===== config.mk =====
export PLATFORM = sky130hd
export DESIGN_NAME = i2c_cfg_regbank
export DESIGN_NICKNAME = d
export VERILOG_FILES = /design/src/rtl/i2c_cfg_pkg.sv /design/src/rtl/i2c_sync_filter.sv /design/src/rtl/i2c_cfg_regbank.sv
export SDC_FILE = /design/constraint.sdc
export NUM_CORES = 1
export LEC_CHECK = 0
export CAP_MARGIN = 20
export CORE_MARGIN = 8
export CORE_UTILIZATION = 32
export DETAILED_ROUTE_END_ITERATION = 6
export PLACE_DENSITY = 0.57
export SYNTH_ARGS = -nofsm -noshare
export SYNTH_HDL_FRONTEND = slang
export SYNTH_SLANG_ARGS = --single-unit
export TNS_END_PERCENT = 50

===== constraint.sdc =====
create_clock -name sysclk -period 6.42 [get_ports sysclk]
set_input_delay 1.284 -clock sysclk [delete_from_list [all_inputs] [get_ports sysclk]]
set_output_delay 1.284 -clock sysclk [all_outputs]
set_load 0.02 [all_outputs]

===== src/rtl/i2c_cfg_pkg.sv =====
// Shared types and constants for the I2C configuration register bank.
package i2c_cfg_pkg;

  localparam int unsigned I2C_BYTE_BITS = 8;
  localparam int unsigned NREG_DEFAULT  = 13;

  typedef enum logic [3:0] {
    StIdle,
    StAddr,
    StAddrAck,
    StPtr,
    StPtrAck,
    StWdata,
    StWdataAck,
    StRdata,
    StMack
  } i2c_state_t;

endpackage


===== src/rtl/i2c_sync_filter.sv =====
// Pad conditioning: 2-flop synchronizer, 3-sample majority filter, registered edge strobes.
module i2c_sync_filter (
  input  logic sysclk,
  input  logic rst,
  input  logic pad,
  output logic level,
  output logic rise,
  output logic fall
);

  logic [1:0] sync_q;
  logic [1:0] hist_q;
  logic       filt_q;
  logic       level_q;
  logic       rise_q;
  logic       fall_q;
  logic       maj;

  assign maj = (sync_q[1] & hist_q[0]) | (sync_q[1] & hist_q[1]) | (hist_q[0] & hist_q[1]);

  // Flops reset to 1 so an idle (pulled-up) bus produces no edges out of reset.
  always_ff @(posedge sysclk or negedge rst) begin
    if (!rst) begin
      sync_q  <= 2'b11;
      hist_q  <= 2'b11;
      filt_q  <= 1'b1;
      level_q <= 1'b1;
      rise_q  <= 1'b0;
      fall_q  <= 1'b0;
    end else begin
      sync_q  <= {sync_q[0], pad};
      hist_q  <= {hist_q[0], sync_q[1]};
      filt_q  <= maj;
      level_q <= filt_q;
      rise_q  <= filt_q & ~level_q;
      fall_q  <= ~filt_q & level_q;
    end
  end

  assign level = level_q;
  assign rise  = rise_q;
  assign fall  = fall_q;

endmodule


===== src/rtl/i2c_cfg_regbank.sv =====
// I2C slave holding a bank of 8-bit configuration registers with an auto-incrementing pointer.
module i2c_cfg_regbank
  import i2c_cfg_pkg::*;
#(
  parameter logic [6:0]  I2C_ADDR = 7'h50,
  parameter int unsigned NREG     = NREG_DEFAULT,
  parameter int unsigned HOLD_CYC = 4
) (
  input  logic                          sysclk,
  input  logic                          rst,
  input  logic                          scl_i,
  input  logic                          sda_i,
  output logic                          sda_oe,
  output logic [NREG*I2C_BYTE_BITS-1:0] regs_o,
  output logic                          cfg_update,
  output logic                          busy
);

  localparam int unsigned BW = I2C_BYTE_BITS;
  localparam int unsigned PW = (NREG > 1) ? $clog2(NREG) : 1;
  localparam int unsigned HW = $clog2(HOLD_CYC + 1);

  logic scl_lvl, scl_rise, scl_fall;
  logic sda_lvl, sda_rise, sda_fall;

  i2c_sync_filter u_scl (
    .sysclk (sysclk),
    .rst    (rst),
    .pad    (scl_i),
    .level  (scl_lvl),
    .rise   (scl_rise),
    .fall   (scl_fall)
  );

  i2c_sync_filter u_sda (
    .sysclk (sysclk),
    .rst    (rst),
    .pad    (sda_i),
    .level  (sda_lvl),
    .rise   (sda_rise),
    .fall   (sda_fall)
  );

  i2c_state_t    state_q, state_d;
  logic [2:0]    cnt_q, cnt_d;
  logic [BW-2:0] sh_q, sh_d;
  logic [BW-2:0] tx_q, tx_d;
  logic [PW-1:0] ptr_q, ptr_d;
  logic          ptr_ok_q, ptr_ok_d;
  logic          rw_q, rw_d;
  logic          mack_nack_q, mack_nack_d;
  logic          wr_flag_q, wr_flag_d;
  logic          busy_q, busy_d;
  logic          cfg_q, cfg_d;
  logic          pend_q, pend_d;
  logic          hold_act_q, hold_act_d;
  logic [HW-1:0] hold_cnt_q, hold_cnt_d;
  logic          oe_q, oe_d;
  logic [BW-1:0] regs_q [NREG];

  logic [BW-1:0] rx_byte;
  logic [PW-1:0] ptr_inc;
  logic          last_bit;
  logic          reg_we;
  logic          drive;

  assign rx_byte  = {sh_q, sda_lvl};
  assign ptr_inc  = (ptr_q == PW'(NREG - 1)) ? '0 : ptr_q + PW'(1);
  assign last_bit = (cnt_q == 3'(BW - 1));

  always_comb begin
    state_d     = state_q;
    cnt_d       = cnt_q;
    sh_d        = sh_q;
    tx_d        = tx_q;
    ptr_d       = ptr_q;
    ptr_ok_d    = ptr_ok_q;
    rw_d        = rw_q;
    mack_nack_d = mack_nack_q;
    wr_flag_d   = wr_flag_q;
    busy_d      = busy_q;
    cfg_d       = 1'b0;
    pend_d      = pend_q;
    hold_act_d  = hold_act_q;
    hold_cnt_d  = hold_cnt_q;
    oe_d        = oe_q;
    reg_we      = 1'b0;
    drive       = 1'b0;

    // SDA only moves once the hold window after an SCL fall has elapsed.
    if (hold_act_q) begin
      if (hold_cnt_q == HW'(1)) begin
        oe_d       = pend_q;
        hold_act_d = 1'b0;
      end else begin
        hold_cnt_d = hold_cnt_q - HW'(1);
      end
    end

    if (scl_lvl && sda_fall) begin
      state_d    = StAddr;
      cnt_d      = '0;
      wr_flag_d  = 1'b0;
      busy_d     = 1'b1;
      hold_act_d = 1'b0;
      oe_d       = 1'b0;
    end else if (scl_lvl && sda_rise) begin
      state_d    = StIdle;
      cfg_d      = wr_flag_q;
      wr_flag_d  = 1'b0;
      busy_d     = 1'b0;
      hold_act_d = 1'b0;
      oe_d       = 1'b0;
    end else if (scl_rise) begin
      case (state_q)
        StAddr, StPtr, StWdata: begin
          sh_d  = rx_byte[BW-2:0];
          cnt_d = cnt_q + 3'd1;
          if (last_bit) begin
            cnt_d = '0;
            if (state_q == StAddr) begin
              rw_d    = sda_lvl;
              state_d = (rx_byte[BW-1:1] == I2C_ADDR) ? StAddrAck : StIdle;
            end else if (state_q == StPtr) begin
              state_d  = StPtrAck;
              ptr_ok_d = 32'(rx_byte) < NREG;
              if (32'(rx_byte) < NREG) ptr_d = rx_byte[PW-1:0];
            end else begin
              state_d   = StWdataAck;
              reg_we    = 1'b1;
              ptr_d     = ptr_inc;
              wr_flag_d = 1'b1;
            end
          end
        end
        StRdata: begin
          cnt_d = cnt_q + 3'd1;
          if (last_bit) begin
            cnt_d   = '0;
            state_d = StMack;
          end
        end
        StMack: begin
          cnt_d       = 3'd1;
          mack_nack_d = sda_lvl;
          ptr_d       = ptr_inc;
        end
        StAddrAck, StPtrAck, StWdataAck: cnt_d = 3'd1;
        default: ;
      endcase
    end else if (scl_fall) begin
      // cnt==0 in an ACK state marks the fall that opens the 9th bit; cnt==1 the one closing it.
      case (state_q)
        StAddrAck: begin
          if (cnt_q == 3'd0) begin
            drive = 1'b1;
          end else begin
            cnt_d = '0;
            if (rw_q) begin
              state_d = StRdata;
              tx_d    = regs_q[ptr_q][BW-2:0];
              drive   = ~regs_q[ptr_q][BW-1];
            end else begin
              state_d = StPtr;
            end
          end
        end
        StPtrAck: begin
          if (cnt_q == 3'd0) begin
            drive = ptr_ok_q;
          end else begin
            cnt_d   = '0;
            state_d = ptr_ok_q ? StWdata : StIdle;
          end
        end
        StWdataAck: begin
          if (cnt_q == 3'd0) begin
            drive = 1'b1;
          end else begin
            cnt_d   = '0;
            state_d = StWdata;
          end
        end
        StRdata: begin
          tx_d  = {tx_q[BW-3:0], 1'b0};
          drive = ~tx_q[BW-2];
        end
        StMack: begin
          if (cnt_q != 3'd0) begin
            cnt_d = '0;
            if (mack_nack_q) begin
              state_d = StIdle;
            end else begin
              state_d = StRdata;
              tx_d    = regs_q[ptr_q][BW-2:0];
              drive   = ~regs_q[ptr_q][BW-1];
            end
          end
        end
        default: ;
      endcase
      pend_d     = drive;
      hold_act_d = 1'b1;
      hold_cnt_d = HW'(HOLD_CYC - 1);
    end
  end

  always_ff @(posedge sysclk or negedge rst) begin
    if (!rst) begin
      state_q     <= StIdle;
      cnt_q       <= '0;
      sh_q        <= '0;
      tx_q        <= '0;
      ptr_q       <= '0;
      ptr_ok_q    <= 1'b0;
      rw_q        <= 1'b0;
      mack_nack_q <= 1'b0;
      wr_flag_q   <= 1'b0;
      busy_q      <= 1'b0;
      cfg_q       <= 1'b0;
      pend_q      <= 1'b0;
      hold_act_q  <= 1'b0;
      hold_cnt_q  <= '0;
      oe_q        <= 1'b0;
    end else begin
      state_q     <= state_d;
      cnt_q       <= cnt_d;
      sh_q        <= sh_d;
      tx_q        <= tx_d;
      ptr_q       <= ptr_d;
      ptr_ok_q    <= ptr_ok_d;
      rw_q        <= rw_d;
      mack_nack_q <= mack_nack_d;
      wr_flag_q   <= wr_flag_d;
      busy_q      <= busy_d;
      cfg_q       <= cfg_d;
      pend_q      <= pend_d;
      hold_act_q  <= hold_act_d;
      hold_cnt_q  <= hold_cnt_d;
      oe_q        <= oe_d;
    end
  end

  always_ff @(posedge sysclk or negedge rst) begin
    if (!rst) begin
      for (int unsigned k = 0; k < NREG; k++) regs_q[k] <= '0;
    end else if (reg_we) begin
      regs_q[ptr_q] <= rx_byte;
    end
  end

  for (genvar k = 0; k < NREG; k++) begin : g_regs
    assign regs_o[k*BW +: BW] = regs_q[k];
  end

  assign sda_oe     = oe_q;
  assign cfg_update = cfg_q;
  assign busy       = busy_q;

endmodule


==> results.md, run 1 <==
* Core footprint at ~23,000 µm²
* Internal at around 1900 µW
* Postcts setup bufs at 0
* Longest Clk Path Bufs at 2
* Router iterations before antenna repair at 7
* Clk_skew at around 0.014 ns
* Slowest cell on the critical path: clkdlybuf4s50_1
* Run status: finished clean
* IO buf count at 110
* Cell area power density at ~300 nW/µm²
* Vias in the first global route at approximately 5,400
* Final net count at about 670
* EDFF count, synth at 0
* Cells after synthesis at 563
* Synth Net Count at between 500 and 600
* Max Cap Viol at 0
* Worst Setup End Kind: output port
* Initial antenna violation count at 0
* Post-route insts no fill at 992
* VDD IR max at between 150 and 200 µV
* Inst Count DP at 960
* Setup TNS at 0 ns
* Avg WL per Cell at 20.68 µm
* Grt ovf at 0
* CP arrival at around 1.5 ns
* Max FO, Critical Path at 3
* Area Growth Syn to Fin at 26.14%
* Lkg Pwr at approximately 0.0042 µW
* Fin. Hold Viols at 0
* Post-layout minimum cycle time at 2.788 ns
* Buf+Inv Stages, Crit Path at 1
* Hold Path Class: reg -> reg
* Sequential power share at a little under half
* WL final at 20,510 µm
* Clk sinks at ~160
* Max-slew violations at 0
* Yosys reg bits at ~160
* CTS tree: built
* Vias per cell at ~5.1
* Largest area contributor in the netlist: dfrtp_1
* Sequential area share after synthesis at 52.79%
* Drt drc at 0
* Required @ worst endpoint at 5.14 ns
* Yosys warning total at 0
* Cell Area, Synth at approximately 7500 µm²
* Yosys cell types at 66
* CP Launch Type: register
* Asr flop ratio synth at 100.0%
* Sw frac at between 30% and 40%
* Crit-path leading delay family: buffers and inverters
* Crit path kind: reg -> out
* Cts hold-fix bufs at 0
* Yosys top cell area share at roughly 49%
* CP Cell Sequence: clkdlybuf4s50_1
* Pin count of the biggest net entering global routing at between 100 and 150
* Worst-skew pair later-pin latency at 0.42 ns
* Vias at a little over 5,000
* Synth top area cells: dfrtp_1, mux2_2, mux4_2
* First-pass GRT wire length at roughly 33,000 µm
* Combinational Power Share at 16.2%
* DR iter-0 viols at about 300
* Cts repair resizes at 0
* Worst path max stage delay at 0.66 ns
* Antenna fix cells at 0
* Rows at between 50 and 60
* FF-to-FF Start: ptr_q[1]
* Die W at around 170 µm
* Clock power share at between 30 and 40%
* Tcrit/Tclk final at 43.42%
* Worst-path clk slew at 0.06 ns
* Starting Density at 32.21%
* Share of cells above drive strength 1 at a little under a third
* Post-route ant nets at 0
* F_max at roughly 0.36 GHz
* Hold Crit Start: u_scl.sync_q[0]
* Die Height at ~170 µm
* GRT Resource Usage Total at around 15%
* Worst slew pin tran at slightly above 1 ns
* Placer Congestion at around 0.82
* Final setup violation count at 0
* RSZ-0062 raised after global routing: false
* Final HPWL DP at roughly 14,000 µm
* Io pins at approximately 110
* Slew margin rel. at between 30% and 40%
* Sw Pwr at 905.4 µW
* Worst Setup SP: regs_o[96]
* Top FF cell, synth: dfrtp_1
* Clock Tree Root: clkbuf_16
* H-Tree Depth at 4
* CTS buffer count at 17
* Syn Area/Cell at approximately 13 µm²
* Die area at 28,490 µm²
[area by class of cell]
type / instances / area, µm²
Tap cell: 319 / 399.1
Clock inverter: 10 / 141.4
Clock buffer: 22 / 444.2
Multi-Input combinational cell: 356 / 3313
Inverter: 15 / 56.30
Timing Repair Buffer: 113 / 1125
Sequential cell: 157 / 3945
Fill cell: 2159 / 13770
[power by group through the flow]
| stage | Combinational [µW] | Clock [µW] | Sequential (µW) |
|---|---|---|---|
| floorplan | 499 | 0 | 1130 |
| global placement | 441 | 0 | 1350 |
| detailed placement | 453 | 0 | 1360 |
| CTS | 456 | 1030 | 1340 |
| global route | 499 | 1080 | 1360 |
| finish | 453 | 1010 | 1340 |
[cells in the mapped netlist (4+ instances only)]
cell type,n
a21oi_1,7
a31oi_1,4
buf_2,6
clkbuf_1,24
dfrtp_1,145
dfstp_2,12
ha_1,9
inv_1,15
mux2_2,121
mux2i_1,21
mux4_2,19
nand2_1,36
nand2_2,7
nand3_1,6
nand3b_1,4
nor2_1,18
nor2b_1,11
o211ai_1,5
o21ai_0,17
o22ai_1,6
o32a_1,5
[cells by family (layout without fill, tap and decap cells)]
family	count (synthesis)	count (layout)	synth area share, %
buffers and inverters	50	160	2.864
flip-flops	157	157	52.79
XOR/XNOR	1	1	0.1173
multiplexers	162	162	26.93
AO/OA/AOI/OAI	66	66	6.532
AND/OR/NAND/NOR	116	116	8.994
adder cells (fa/ha/maj)	11	11	1.775
[metal layers]
| layer | share of wire, % | wire (µm) | global-route usage (%) | up-vias |
|---|---|---|---|---|
| met4 | 0.87 | 178 | 3.494 | 0 |
| li1 | - | - | - | 2258 |
| met3 | 5.6 | 1149 | 3.774 | 11 |
| met5 | 0 | 0 | 0 | - |
| met1 | 44 | 8961 | 19.10 | 2662 |
| met2 | 50 | 10220 | 24.79 | 137 |
[through the flow]
stage | setup WS, ns | total power (µW) | cell area, µm² | utilization [%] | hold WS (ns)
4_1_cts | 3.618 | 2827 | 9424 | 40.63 | 0.3495
5_1_grt | 3.593 | 2938 | 9424 | 40.63 | 0.3560
6_report | 3.632 | 2799 | 9424 | 40.63 | 0.3478
3_5_place_dp | 3.614 | 1810 | 8838 | 38.11 | 0.3478
3_3_place_gp | 3.698 | 1789 | 8838 | 38.11 | 0.3473
2_1_floorplan | 4.384 | 1630 | 7471 | - | 0.3452
[final timing paths]
path / endpoint / slack [ns] / cells past startpoint
worst min register to register: u_scl.sync_q[1] / 0.35 / 0
worst max-delay path: regs_o[96] / 3.63 / 1
worst max register to register: tx_q[0] / 3.86 / 5
max in group asynchronous: ptr_q[1] / 4.18 / 2
min in group asynchronous: cfg_update / 0.99 / 1
worst min-delay path: u_scl.sync_q[1] / 0.35 / 0
[sequential cells by signal (all words and copies together), names as in the netlist, 2 cells and up]
register      cells
sh_q              7
u_sda.hist_q      2
cnt_q             3
hold_cnt_q        3
regs_o          104
u_sda.sync_q      2
u_scl.hist_q      2
tx_q              7
u_scl.sync_q      2
state_q           4
ptr_q             4
[cell usage in the layout, fill, tap and decap left out, drive strengths merged, types with 9 or more instances in the layout]
master	instances
dfstp	12
mux4	19
mux2	122
nor2b	11
clkdlybuf4s50	109
ha	9
nor2	21
mux2i	21
clkbuf	22
inv	15
o21ai	18
nand2	43
dfrtp	145
Power figures use the tool's default switching activity.
==> run 2: changes to the inputs <==
==> constraint.sdc (replaced) <==
create_clock -name sysclk -period 2.8 [get_ports sysclk]
set_input_delay 0.56 -clock sysclk [delete_from_list [all_inputs] [get_ports sysclk]]
set_output_delay 0.56 -clock sysclk [all_outputs]
set_load 0.02 [all_outputs]
==> results.md, run 2 (same netlist as run 1, synthesis figures left out) <==
* Longest Clk Path Bufs at 2
* Area Growth Syn to Fin at 27.58%
* Share of cells above drive strength 1 at between 30% and 40%
* Lkg Pwr at roughly 0.0043 µW
* Rows at 56
* GRT Resource Usage Total at between 10% and 20%
* Required @ worst endpoint at between 3 and 4 ns
* Die W at around 170 µm
* Avg WL per Cell at between 20 and 25 µm
* Pin count of the biggest net entering global routing at 77
* Cts hold-fix bufs at 0
* Met2 usage at 25.18%
* Cts repair resizes at 0
* Hold Path Class: in -> async
* IO buf count at 110
* Die Height at 168.8 µm
* CTS buffer count at 17
* Drt drc at 0
* Max FO, Critical Path at 17
* Core footprint at around 23,000 µm²
* CP Launch Type: register
* RSZ-0062 raised after global routing: false
* Commonest non-fill, non-tap cell in the layout: dfrtp_1
* Post-layout minimum cycle time at 2.479 ns
* Worst Setup End Kind: register
* F_max at a little over 0.4 GHz
* Io pins at 111
* Vias at approximately 5,000
* Met1 Usage GRT at 19.93%
* Fin. Hold Viols at 0
* Starting Density at roughly a third
* Post-Place Setup Slack at roughly 0.32 ns
* Placer Congestion at 0.8583
* First-pass GRT wire length at roughly 34,000 µm
* CP arrival at 2.78 ns
* Clock Tree Root: clkbuf_16
* Final HPWL DP at about 15,000 µm
* Worst slew pin tran at slightly above 0.7 ns
* H-Tree Depth at 4
* Max-slew violations at 0
* Worst-skew pair later-pin latency at about 0.43 ns
* Router iterations before antenna repair at 6
* Vias in the first global route at approximately 5,600
* Slew margin rel. at about 52%
* Most frequent cells in the layout: dfrtp_1, mux2_2, clkdlybuf4s50_1
* Setup TNS at 0 ns
* Layout Utilization at around 41%
* Vias per cell at around 5.1
* VDD IR max at between 400 and 500 µV
* Max Cap Viol at 0
* Worst setup margin at 0.3209 ns
* Crit path kind: reg -> reg
* WL final at 20,920 µm
* Final setup violation count at 0
* Post-route ant nets at 0
* Die area at 28,490 µm²
* DR iter-0 viols at 284
* Clk_skew at between 0.01 and 0.015 ns
* Met3 usage at about 3.6%
* Clk sinks at 157
* Grt ovf at 0
* Final net count at ~690
* Postcts setup bufs at 0
* Final Total Pwr at 6473 µW
* Tcrit/Tclk final at around 90%
* CTS tree: built
* Cell area power density at ~680 nW/µm²
* Worst-path clk slew at 0.07 ns
* Number of flip-flops under the largest register name at roughly 100
* Antenna fix cells at 0
* Top Usage Layer GRT: met2
* Run status: finished clean
* Initial antenna violation count at 0
run 2: per-stage QoR:
stage / instances / hold WS [ns] / area [µm²]
final: 1002 / 0.07739 / 9532
after detailed placement: 974 / 0.3489 / 8956
after global placement: 974 / 0.3463 / 8956
after global routing: 1002 / 0.1111 / 9532
after floorplan: 563 / 0.2644 / 7471
after CTS: 1002 / 0.08935 / 9532
run 2: area by class of cell:
cell class	instances	area [µm²]
inverters	15	56.30
repair buffers	127	1242
multi-input cells	356	3313
flip-flops and latches	157	3945
well taps	319	399.1
clock inverters	8	118.9
clock buffers	20	456.7
fillers	2164	13660
run 2: per-layer routing:
layer | vias up | share of wire [%] | routed length, µm
met1 | 2624 | 44 | 9208
li1 | 2289 | - | -
met5 | - | 0 | 0
met2 | 137 | 49 | 10330
met4 | 0 | 1.7 | 352
met3 | 22 | 4.9 | 1023
run 2: where the power goes:
group          total, µW  internal (µW)  switching [µW]
logic               1330            564             768
clock network       2290           1420             868
registers           2850           2430             416
run 2: worst paths after layout:
check | depth (start not counted) | to | start | slack (ns)
max | 5 | regs_o[57] | state_q[0] | 0.32
min | 1 | cfg_update | rst | 0.08
max reg2reg | 5 | regs_o[57] | state_q[0] | 0.32
min reg2reg | 0 | u_scl.sync_q[1] | u_scl.sync_q[0] | 0.36
max in group asynchronous | 2 | u_scl.sync_q[0] | rst | 1.91
min in group sysclk | 0 | u_scl.sync_q[1] | u_scl.sync_q[0] | 0.36
run 2: worst max-delay path, cell delays in order, from the launching register on:
cell      delay (ns)
dfrtp_1         0.73
and4bb_1        0.33
nand4_4         0.22
nor2b_1         0.43
nand2_2         0.26
mux2_1          0.38
==> run 3: changes to the inputs <==
--- a/config.mk
+++ b/config.mk
@@ -9,7 +9,7 @@
 export CORE_MARGIN = 8
 export CORE_UTILIZATION = 32
 export DETAILED_ROUTE_END_ITERATION = 6
-export PLACE_DENSITY = 0.57
+export PLACE_DENSITY = 0.5
 export SYNTH_ARGS = -nofsm -noshare
 export SYNTH_HDL_FRONTEND = slang
 export SYNTH_SLANG_ARGS = --single-unit
==> results.md, run 3 (same netlist as run 1, synthesis figures left out) <==
* Worst Setup End Kind: register
* Final setup violation count at 0
* Worst path max stage delay at a little under 0.9 ns
* Commonest non-fill, non-tap cell in the layout: dfrtp_1
* Run status: finished clean
* CP Launch Type: register
* Multi-input gate area at roughly 3300 µm²
* Crit-path leading delay family: multiplexers
* Die area at around 28,000 µm²
* Vias per cell at 5.089
* Io pins at approximately 110
* Max-slew violations at 0
* Share of cells above drive strength 1 at approximately 32%
* Final HPWL DP at between 15,000 and 20,000 µm
* CP Cell Sequence: mux4_2 -> mux2i_1 -> nor2_1 -> o32a_1 -> mux2_2
* Die W at roughly 170 µm
* Core footprint at roughly 23,000 µm²
* Hold Path Class: in -> async
* Final instance area at around 9600 µm²
* Die Height at around 170 µm
* Crit path kind: reg -> reg
* WL final at 21,930 µm
* DR iter-0 viols at around 300
* Cts hold-fix bufs at 0
* Worst Setup SP: ptr_q[0]
* Vias at around 5,000
* Cts repair resizes at 0
* Setup TNS at 0 ns
* Lkg Pwr at 0.004307 µW
* CTS buffer count at 17
* VDD IR max at just under 500 µV
* Number of flip-flops under the largest register name at 104
* Worst-skew pair later-pin latency at between 0.4 and 0.5 ns
* Vias in the first global route at ~5,500
* Post-route ant nets at 0
* Post-layout minimum cycle time at 2.506 ns
* Drt drc at 0
* Postcts setup bufs at 0
* Max FO, Critical Path at 13
* Layout Utilization at slightly above 40%
* FILL cells at around 2,200
* GRT Resource Usage Total at about 16%
* Fin. Hold Viols at 0
* F_max at around 0.4 GHz
* CTS tree: built
* Starting Density at around 32%
* Placed Instance Area at 9011 µm²
* Slowest cell on the critical path: dfrtp_1
* Max Cap Viol at 0
* FF-to-FF Start: ptr_q[0]
* Clock Tree Root: clkbuf_16
* Tcrit/Tclk final at between 80% and 90%
* Clk sinks at between 150 and 200
* Cell area power density at ~680 nW/µm²
* Required @ worst endpoint at 3.10 ns
* Longest Clk Path Bufs at 2
* Grt ovf at 0
* Clk_skew at 0.008499 ns
* Initial antenna violation count at 0
* First-pass GRT wire length at about 34,000 µm
* Pin count of the biggest net entering global routing at 77
* RSZ-0062 raised after global routing: false
* CP arrival at 2.81 ns
* Worst-path clk slew at 0.06 ns
* Router iterations before antenna repair at 5
* Most frequent cells in the layout: dfrtp_1, mux2_2, clkdlybuf4s50_1
* IO buf count at 110
* Area Growth Syn to Fin at 28.30%
* Slew margin rel. at between 40% and 50%
* Buf+Inv Stages, Crit Path at 0
* Antenna fix cells at 0
* Worst slew pin tran at 0.8156 ns
* Final net count at slightly below 700
* Avg WL per Cell at roughly 22 µm
* Placer Congestion at about 0.87
* FF+latch area at between 3000 and 4000 µm²
* H-Tree Depth at 4
* Rows at 56
==> run 3: power breakdown <==
| group | leakage, µW | switching (µW) | internal, µW |
|---|---|---|---|
| registers | 0.00211 | 437 | 2430 |
| logic | 0.00192 | 803 | 613 |
| clock network | 0.000278 | 896 | 1340 |
| total | 0.00431 | 2140 | 4390 |
==> run 3: final timing paths <==
kind                                         to  slack, ns  cells past startpoint
worst max-delay path                    tx_q[2]       0.29                      5
worst min-delay path                regs_o[103]       0.20                      1
worst max register to register          tx_q[2]       0.29                      5
worst min register to register  u_scl.sync_q[1]       0.35                      0
max in group asynchronous             regs_o[6]       1.89                      2
min in group sysclk             u_scl.sync_q[1]       0.35                      0
==> run 3: through the flow <==
stage	power, µW	instances	hold WS [ns]	setup WS (ns)
after floorplan	3738	563	0.2644	0.7645
after global placement	4308	978	0.3456	0.2654
after detailed placement	4330	978	0.3470	0.1196
after CTS	6594	1010	0.2056	0.1519
after global routing	6864	1011	0.2367	0.1065
final	6525	1011	0.1978	0.2939
==> run 3: area by class of cell <==
class	instances	area share, %
clock inverters	5	0.5874
clock buffers	27	5.352
inverters	15	0.5874
flip-flops and latches	157	41.16
well taps	319	4.164
multi-input cells	356	34.56
repair buffers	132	13.59
==> run 3: layer usage <==
layer	wire length [µm]	part of all wire, %	track usage, %	vias to the layer above
li1	-	-	-	2289
met1	10050	46	20.91	2670
met2	10510	48	25.53	171
met3	1160	5.3	4.170	15
met4	210	0.96	4.076	0
met5	0	0	0	-
==> run 3: worst register-to-register path, stage by stage, from the launching register on <==
cell and delay, ns:
dfrtp_1 0.87, mux4_2 0.63, mux2i_1 0.24, nor2_1 0.11, o32a_1 0.29, mux2_2 0.26
